--- src/rtl/tmds_pkg.sv ---
// tmds_pkg: shared definitions for the TMDS/HDMI link encoder.
//   mode_e       - period-type encoding as carried on the mode input
//   CTRL_xx      - control-period symbols, indexed by {c1,c0}
//   VGB_*/DGB_*  - guard-band symbols
//   terc4()      - 4-bit to 10-bit TERC4 mapping for data islands
//   popcnt8()    - ones count of a byte
//   decode_mode()- folds the unused mode values 5-7 onto CTRL
package tmds_pkg;

   typedef enum logic [2:0] {
      MODE_CTRL  = 3'd0,
      MODE_VIDEO = 3'd1,
      MODE_VGB   = 3'd2,
      MODE_DATA  = 3'd3,
      MODE_DGB   = 3'd4
   } mode_e;

   localparam logic [9:0] CTRL_00 = 10'b1101010100;
   localparam logic [9:0] CTRL_01 = 10'b0010101011;
   localparam logic [9:0] CTRL_10 = 10'b0101010100;
   localparam logic [9:0] CTRL_11 = 10'b1010101011;

   localparam logic [9:0] VGB_RB  = 10'b1011001100;  // roles 0 and 2
   localparam logic [9:0] VGB_G   = 10'b0100110011;  // role 1
   localparam logic [9:0] DGB_GR  = 10'b0100110011;  // roles 1 and 2

   function automatic logic [9:0] terc4(input logic [3:0] d);
      logic [9:0] s;
      s = 10'b1010011100;
      case (d)
         4'h0: s = 10'b1010011100;
         4'h1: s = 10'b1001100011;
         4'h2: s = 10'b1011100100;
         4'h3: s = 10'b1011100010;
         4'h4: s = 10'b0101110001;
         4'h5: s = 10'b0100011110;
         4'h6: s = 10'b0110001110;
         4'h7: s = 10'b0100111100;
         4'h8: s = 10'b1011001100;
         4'h9: s = 10'b0100111001;
         4'hA: s = 10'b0110011100;
         4'hB: s = 10'b1011000111;
         4'hC: s = 10'b1010001110;
         4'hD: s = 10'b1001110001;
         4'hE: s = 10'b0101100011;
         4'hF: s = 10'b1011000011;
      endcase
      return s;
   endfunction

   function automatic logic [3:0] popcnt8(input logic [7:0] d);
      logic [3:0] n;
      n = '0;
      for (int unsigned i = 0; i < 8; i++) n = n + {3'b000, d[i]};
      return n;
   endfunction

   function automatic mode_e decode_mode(input logic [2:0] m);
      mode_e r;
      case (m)
         3'd1:    r = MODE_VIDEO;
         3'd2:    r = MODE_VGB;
         3'd3:    r = MODE_DATA;
         3'd4:    r = MODE_DGB;
         default: r = MODE_CTRL;
      endcase
      return r;
   endfunction

endpackage

--- src/rtl/tmds_lane_enc.sv ---
// tmds_lane_enc: one TMDS lane, two pipeline stages.
//   Stage 1 registers the period type, the transition-minimised q_m[8:0]
//   and its ones count, plus the control/aux bits for non-video periods.
//   Stage 2 selects the output symbol and maintains the running disparity.
// Ports:
//   i_clk, i_rst (async, active high), i_ce (advance enable)
//   i_mode  period type (already folded to mode_e)
//   i_vd    video byte, i_cd control bits, i_aux TERC4 nibble
//   o_tmds  10-bit symbol, bit 0 first on the wire
module tmds_lane_enc
   import tmds_pkg::*;
#(
   parameter int unsigned ROLE  = 0,
   parameter int unsigned CNT_W = 5
) (
   input  logic       i_clk,
   input  logic       i_rst,
   input  logic       i_ce,
   input  mode_e      i_mode,
   input  logic [7:0] i_vd,
   input  logic [1:0] i_cd,
   input  logic [3:0] i_aux,
   output logic [9:0] o_tmds
);

   localparam logic signed [CNT_W-1:0] C_TWO   = CNT_W'(2);
   localparam logic signed [CNT_W-1:0] C_EIGHT = CNT_W'(8);

   function automatic logic [8:0] qm_encode(input logic [7:0] d);
      logic [8:0] q;
      logic [3:0] n;
      logic       use_xnor;
      n        = popcnt8(d);
      use_xnor = (n > 4'd4) || (n == 4'd4 && !d[0]);
      q        = '0;
      q[0]     = d[0];
      for (int unsigned k = 1; k < 8; k++)
         q[k] = use_xnor ? ~(q[k-1] ^ d[k]) : (q[k-1] ^ d[k]);
      q[8] = ~use_xnor;
      return q;
   endfunction

   // stage 1
   mode_e       r_mode;
   logic [8:0]  r_qm;
   logic [3:0]  r_n1;
   logic [1:0]  r_cd;
   logic [3:0]  r_aux;
   logic [8:0]  w_qm;

   assign w_qm = qm_encode(i_vd);

   always_ff @(posedge i_clk or posedge i_rst) begin
      if (i_rst) begin
         r_mode <= MODE_CTRL;
         r_qm   <= '0;
         r_n1   <= '0;
         r_cd   <= '0;
         r_aux  <= '0;
      end else if (i_ce) begin
         r_mode <= i_mode;
         r_qm   <= w_qm;
         r_n1   <= popcnt8(w_qm[7:0]);
         r_cd   <= i_cd;
         r_aux  <= i_aux;
      end
   end

   // stage 2
   logic [9:0]              r_tmds;
   logic signed [CNT_W-1:0] r_cnt;
   logic signed [CNT_W-1:0] w_diff;      // N1 - N0 of q_m[7:0]
   logic signed [CNT_W-1:0] w_cnt_nx;
   logic [9:0]              w_sym;

   always_comb begin
      w_diff   = ($signed({{(CNT_W-4){1'b0}}, r_n1}) <<< 1) - C_EIGHT;
      w_sym    = CTRL_00;
      w_cnt_nx = '0;
      case (r_mode)
         MODE_VIDEO: begin
            if (r_cnt == '0 || r_n1 == 4'd4) begin
               w_sym    = {~r_qm[8], r_qm[8], r_qm[8] ? r_qm[7:0] : ~r_qm[7:0]};
               w_cnt_nx = r_qm[8] ? r_cnt + w_diff : r_cnt - w_diff;
            // cnt is non-zero here, so its sign bit alone decides cnt>0 / cnt<0
            end else if ((!r_cnt[CNT_W-1] && r_n1 > 4'd4) ||
                         ( r_cnt[CNT_W-1] && r_n1 < 4'd4)) begin
               w_sym    = {1'b1, r_qm[8], ~r_qm[7:0]};
               w_cnt_nx = r_cnt - w_diff + (r_qm[8] ? C_TWO : '0);
            end else begin
               w_sym    = {1'b0, r_qm[8], r_qm[7:0]};
               w_cnt_nx = r_cnt + w_diff - (r_qm[8] ? '0 : C_TWO);
            end
         end
         MODE_VGB:  w_sym = (ROLE == 1) ? VGB_G : VGB_RB;
         MODE_DATA: w_sym = (ROLE == 0) ? terc4({r_aux[3:2], r_cd}) : terc4(r_aux);
         MODE_DGB:  w_sym = (ROLE == 0) ? terc4({2'b11, r_cd}) : DGB_GR;
         default: begin
            case (r_cd)
               2'b00: w_sym = CTRL_00;
               2'b01: w_sym = CTRL_01;
               2'b10: w_sym = CTRL_10;
               2'b11: w_sym = CTRL_11;
            endcase
         end
      endcase
   end

   always_ff @(posedge i_clk or posedge i_rst) begin
      if (i_rst) begin
         r_tmds <= CTRL_00;
         r_cnt  <= '0;
      end else if (i_ce) begin
         r_tmds <= w_sym;
         r_cnt  <= w_cnt_nx;
      end
   end

   assign o_tmds = r_tmds;

endmodule

--- src/rtl/tmds_link_encoder.sv ---
// tmds_link_encoder: NUM_CH-lane TMDS/HDMI symbol encoder with a fixed
// two-stage pipeline and clock enable. Lane i takes role i mod 3
// (0 blue/sync, 1 green, 2 red).
// Ports:
//   clk, rst (async, active high), ce (pipeline advance)
//   mode       period type: 0 CTRL, 1 VIDEO, 2 VGB, 3 DATA, 4 DGB, 5-7 CTRL
//   vd/cd/aux  per-lane video byte, control pair, TERC4 nibble
//   tmds       per-lane 10-bit symbols, lane i at [10i+9:10i]
//   valid_out  set once two ce-qualified inputs have entered since reset
module tmds_link_encoder
   import tmds_pkg::*;
#(
   parameter int unsigned NUM_CH = 3,
   parameter int unsigned CNT_W  = 5
) (
   input  logic                  clk,
   input  logic                  rst,
   input  logic                  ce,
   input  logic [2:0]            mode,
   input  logic [8*NUM_CH-1:0]   vd,
   input  logic [2*NUM_CH-1:0]   cd,
   input  logic [4*NUM_CH-1:0]   aux,
   output logic [10*NUM_CH-1:0]  tmds,
   output logic                  valid_out
);

   mode_e      w_mode;
   logic [1:0] r_vld;

   assign w_mode = decode_mode(mode);

   always_ff @(posedge clk or posedge rst) begin
      if (rst)     r_vld <= '0;
      else if (ce) r_vld <= {r_vld[0], 1'b1};
   end

   assign valid_out = r_vld[1];

   for (genvar i = 0; i < NUM_CH; i++) begin : g_lane
      tmds_lane_enc #(
         .ROLE  (i % 3),
         .CNT_W (CNT_W)
      ) u_lane (
         .i_clk  (clk),
         .i_rst  (rst),
         .i_ce   (ce),
         .i_mode (w_mode),
         .i_vd   (vd[8*i +: 8]),
         .i_cd   (cd[2*i +: 2]),
         .i_aux  (aux[4*i +: 4]),
         .o_tmds (tmds[10*i +: 10])
      );
   end

endmodule

--- config.mk ---
export PLATFORM = sky130hd
export DESIGN_NAME = tmds_link_encoder
export DESIGN_NICKNAME = d
export VERILOG_FILES = /design/src/rtl/tmds_pkg.sv /design/src/rtl/tmds_lane_enc.sv /design/src/rtl/tmds_link_encoder.sv
export SDC_FILE = /design/constraint.sdc
export NUM_CORES = 1
export LEC_CHECK = 0
export ABC_AREA = 1
export CORE_MARGIN = 3
export CORE_UTILIZATION = 54
export CTS_CLUSTER_DIAMETER = 200
export DETAILED_ROUTE_END_ITERATION = 8
export PLACE_DENSITY = 0.87
export SLEW_MARGIN = 20
export SYNTH_ARGS = -nofsm -noshare
export SYNTH_HDL_FRONTEND = slang
export SYNTH_SLANG_ARGS = --single-unit
--- constraint.sdc ---
create_clock -name clk -period 3.62 [get_ports clk]
set_clock_uncertainty 0.15 [all_clocks]
set_input_delay 0.724 -clock clk [delete_from_list [all_inputs] [get_ports clk]]
set_output_delay 0.724 -clock clk [all_outputs]
set_load 0.02 [all_outputs]
Yosys cells after proc, flatten, opt, wreduce, memory -nomap -nowiden
Memories as Yosys holds them, arrays and structs flattened. Index checks and enable logic that the tools add are counted.

Add/subtract/negate cells: 63. Order comparisons: 9. Eq/ne operators: 23. Mux-type cells: 56. Bitwise logic cells: 51. Reductions and logical operators: 31.

Operators with widths (count): $pmux 10 s4 (6); $add 4x1->4 (36); $mux 10 (6); $mux 5 (12); $add 5x5->5 (9); $sub 5x5->5 (9); $pmux 10 s3 (1); $not 1->1 (27); $eq 4x3->1 const B (6); $gt 4x3->1 const B (6); $mux 8 (3); $not 8->8 (3); $mux 1 (21); $xor 1x1->1 (21); $logic_not 5->1 (3); $sub 5x5->5 const B (3); $add 1x1->2 (6); $eq 2x2->1 const B (6); $eq 3x2->1 const B (4); $lt 4x3->1 const B (3); $mux 2 (6); $pmux 3 s4 (1); $logic_and 1x1->1 (9); $logic_or 1x1->1 (9); 6 further kinds (17).

Register bits after elaboration: 107. ROM bits: 480. Input bits: 48. Output and inout port bits: 31. Logic and storage cells: 256. Memories: 3.

Memories: (no name shown) (depth 16, bits a word 10, rd ports 1, clocked after Yosys merged registers in 0, write ports 0, line tmds_pkg.sv:30) `case (d)`; (no name shown) (depth 16, bits a word 10, rd ports 1, clocked after Yosys merged registers in 0, write ports 0, line tmds_pkg.sv:30); (no name shown) (depth 16, bits a word 10, rd ports 1, clocked after Yosys merged registers in 0, write ports 0, line tmds_pkg.sv:30).

Depth between registers and ports, before layout
Depth after elaboration: 30. Gate-level depth with buffers: 26. Mapped depth without buffers: 26.

Cells and area by module
A second synthesis with hierarchy kept.

Cell total of the unflattened synthesis: 1256. Area total of the unflattened synthesis: 9589.2 sq um.

By module, submodules not included: tmds_lane_enc at g_lane[2].u_lane (instances 1, cells an instance 419, area an instance 3250.6 sq um, seq. area each 907.1 sq um); tmds_lane_enc at g_lane[0].u_lane (instances 1, cells an instance 412, area an instance 3125.5 sq um, seq. area each 857.1 sq um); tmds_lane_enc at g_lane[1].u_lane (instances 1, cells an instance 410, area an instance 3111.7 sq um, seq. area each 907.1 sq um); tmds_link_encoder (instances 1, cells an instance 15, area an instance 101.3 sq um, seq. area each 50.0 sq um).

Worst setup path after synthesis
No wires, ideal clock.

Path kind: input port to flip-flop. From: in vd[16]. To: reg g_lane[2].u_lane.r_n1[1]. Setup time: 83 ps. Data arrival time: 5805 ps. Required time: 3387 ps. Path slack: -2418 ps. Stages: 19. Buffers on the path: 0. Cell sequence: ha_1 inv_1 fa_1 fa_1 inv_1 fa_1 fa_1 nor3_1 o22ai_4 xor2_1 ha_1 inv_1 fa_1 inv_1 fa_1 fa_1 inv_1 fa_1 o21ai_0.

Cells in the longest elaborated chain, start to end: 30. Elaborated cells between the ends (all ways): 40. Classes of those cells: 14 x add/sub; 1 x order compare; 1 x eq/ne; 7 x mux; 14 x bitwise; 3 x reduce/logical.

Ends and longest elaborated chain: start, declared (line tmds_link_encoder.sv:20) `input logic [8*NUM_CH-1:0] vd,`; parallel branches: the longest is 10 deep, another holds $add 4x1->4; $mux 1 * (line tmds_lane_enc.sv:38) `q[k] = use_xnor ? ~(q[k-1] ^ d[k]) : (q[k-1] ^ d[k]);`; via g_lane[2].u_lane.w_qm[1] (line tmds_lane_enc.sv:49) `logic [8:0] w_qm;`; parallel branches: the longest is 18 deep, another holds $add 4x1->4; $add 4x1->4 * (line tmds_pkg.sv:54) `for (int unsigned i = 0; i < 8; i++) n = n + {3'b000, d[i]};`; end signal, assigned (line tmds_lane_enc.sv:63) `r_n1 <= popcnt8(w_qm[7:0]);`; end, declared (line tmds_lane_enc.sv:46) `logic [3:0] r_n1;`.

Mark *: on every way through the listed nets, which the timed path passes. A chain may end at the register's enable or synchronous reset.

Worst setup path in the final report
From: in vd[8]. To: reg g_lane[1].u_lane.r_n1[2].

Cells in the longest elaborated chain, start to end: 30. Elaborated cells between the ends (all ways): 40. Classes of those cells: 14 x add/sub; 1 x order compare; 1 x eq/ne; 7 x mux; 14 x bitwise; 3 x reduce/logical.

Ends and longest elaborated chain (line): parallel branches: the longest is 29 deep, another holds $add 4x1->4; $add 4x1->4 * (tmds_pkg.sv:54); end signal, assigned (tmds_lane_enc.sv:63); end, declared (tmds_lane_enc.sv:46).

Mark *: on every way between the ends.

==> reports/metrics.csv <==
metric;value;unit
status;complete, but fails checks;
failing checks;negative setup slack;
R2R setup slack;0.91;ns
Final ANT Viol Nets;0;
syn_area_per_cell;7.81;um2
Setup CP Type;input port to register;
distinct cell type count after synthesis;42;
fin crit period;5.79;ns
DR pass1 iterations;7;
TNS Setup;-29.92;ns
max-cap violations;0;
first-pass GRT wire length;39900;um
CP bufs+invs;7;
Rel. slew slack;0.570;
1st-iter DRT viols;912;
die height;134;um
initial core utilization;0.556;
antenna violations before repair;0;
die area;18000;um2
worst hold path stage count;2;
min-delay src;r_vld[0];
synthesized area;8860;um2
CP delay by family, top;adder cells;
port bufs;76;
multi-input combinational cell area;5890;um2
drt drc;0;
Hold Slack;0.305;ns
EDFF count, synth;0;
yosys warns;0;
worst r2r path cells;9;
largest net degree at the start of global routing;76;
GPL Wtd Cong;0.967;
LEAKAGE;5.71;nW
Final Cycle Share;1.60;
leading cell type in the layout, fill and taps excluded;nand2_1;
register bit count reported by yosys;102;
# diodes;0;
root cell of the clock tree;clkbuf_16;
RSZ-0062 raised after global routing;yes;
sequential area share after synthesis;0.290;
CP required;3.74;ns
post-layout power;9.18;mW
Hold-fix buffers, CTS;0;
synth-to-layout area growth;28.9;%
Fill cells;1092;
register area;2570;um2
final hold violation count;0;
GRT overflow;0;
Chip Width;134;um
Critical Path AT;5.92;ns
TritonCTS clock tree;built;
number of clock sinks;102;
ys async rst share;1.00;
Max IR drop VDD;0.411;mV
Top-Level Pins;79;
Hold Crit Class;register to register;
Most used DFF post-synth;dfrtp_1;
Worst Setup Slack, final;-2.17;ns
CTS Buf Count;9;
synth top area cells;dfrtp_1 25%, ha_1 13%, nand2_1 9.3%, fa_1 8.8%, inv_1 8.4%;
total number of vias;8622;
Post-DP HPWL;17300;um
largest stage delay on the critical path;0.52;ns
commonest cells after routing, fill and taps aside;190 x nand2_1, 181 x inv_1, 110 x o21ai_0, 91 x ha_1, 87 x dfrtp_1;
Most common cell on crit path;inv_2;
Final #Nets;1470;
Slew Viols, Final;0;
# rows;46;
H-Tree Depth;3;
share of cells above drive strength 1;0.203;
Worst R2R Start;g_lane[2].u_lane.r_qm[8];
clock slew at reported path FFs;0.07;ns
Worst-Margin Slew;0.645;ns
wire per inst;17.1;um
Synth Instances;1135;
CP endpoint kind;register;
Power Density;804;nW/um2
Net Count, Synth;1317;
vias in the first global route;8518;
Routed WL;25800;um
hold endpoint;r_vld[0];
Max Fclk;0.173;GHz
Yosys top cell by area;dfrtp_1;
CP max stage cell;fa_2;
R2R Path End;g_lane[2].u_lane.r_cnt[3];
core box area;15900;um2
CP Max Fanout;5;
Synth top area share;0.246;
Startpoint Class;input port;
all-layer global routing usage;0.270;
final setup vio count;27;
clk_lat worst skew;0.36;ns
CTS max path bufs;2;
vias per inst;5.71;
-- metal layers --
metal  global-route usage  vias up  part of all wire
met5                    0        -                 0
met4               0.0916        0             0.050
met3               0.0435      131             0.077
met2                0.471      472              0.49
met1                0.345     4067              0.38
li1                     -     3952                 -
-- report_power, final --
group          internal [mW]  switching [mW]  total, mW
combinational           2.66            3.67       6.33
clock                  0.628           0.454       1.08
sequential              1.47           0.302       1.77
total                   4.75            4.43       9.18
-- how the worst max path moves through the flow --
| stage | start | endpoint | slack, ns | depth (start not counted) |
|---|---|---|---|---|
| final | vd[8] | g_lane[1].u_lane.r_n1[2] | -2.17 | 26 |
| after global routing | vd[8] | g_lane[1].u_lane.r_n1[2] | -2.40 | 26 |
| after CTS | vd[16] | g_lane[2].u_lane.r_n1[1] | -2.20 | 20 |
| after detailed placement | vd[16] | g_lane[2].u_lane.r_n1[1] | -2.85 | 20 |
| after global placement | vd[8] | g_lane[1].u_lane.r_n1[1] | -2.73 | 21 |
| after floorplan | vd[9] | g_lane[1].u_lane.r_n1[1] | -2.18 | 20 |
-- through the flow --
step	instance area [um2]	worst slack, ns	cells	utilization
after floorplan	8980	-2.18	1135	-
after global placement	10500	-2.73	1473	0.657
after detailed placement	10500	-2.85	1473	0.657
after CTS	11200	-2.20	1502	0.701
after global routing	11400	-2.40	1509	0.716
final	11400	-2.17	1509	0.716
-- flip-flops by register name (all words and copies together) (netlist names) --
signal                flops
r_vld                     2
g_lane.u_lane.o_tmds     30
g_lane.u_lane.r_cd        6
g_lane.u_lane.r_qm       27
g_lane.u_lane.r_cnt      12
g_lane.u_lane.r_mode      3
g_lane.u_lane.r_aux      10
g_lane.u_lane.r_n1       12
-- cells in the mapped netlist (all sizes together), types with 6 or more instances --
cell type	count
fa	39
nand2	231
inv	209
o21ai	140
nand3	75
o211ai	14
o22ai	13
xnor2	15
a21oi	43
dfstp	15
nand4	6
nor2	45
a31oi	7
ha	95
xor2	33
clkbuf	23
dfrtp	87
or2	9
buf	6
a211oi	6
-- cell type report --
class                      count  area share
timing repair buffer         171       0.138
clock inverter                 5     0.00723
clock buffer                  11      0.0213
tap                          216      0.0237
sequential                   102       0.225
multi-input combinational    795       0.516
inverter                     209      0.0689
-- tightest hold or removal path: cells and delay by family (launching register included) --
family	cells	cell delay, ns
buf+inv	1	0.04
flops	1	0.33
simple gates	1	0.05
-- repair_timing --
action	4_1_cts	5_1_grt
endpoints found under the setup margin	31	31
pin swaps	55	47
setup buffers	19	16
resized for setup	113	49
-- kinds of logic (layout without fill, tap and decap cells) --
family                     after synthesis  count (layout)  share of synthesized area
and+or+nand+nor                        375             375                      0.183
adders and majority gates              134             134                      0.222
xor gates and xnor gates                48              48                     0.0491
AOI/OAI and AO/OA                      238             238                      0.154
buffers and inverters                  238             396                      0.101
DFF                                    102             102                      0.290
Power figures use the tool's default switching activity.
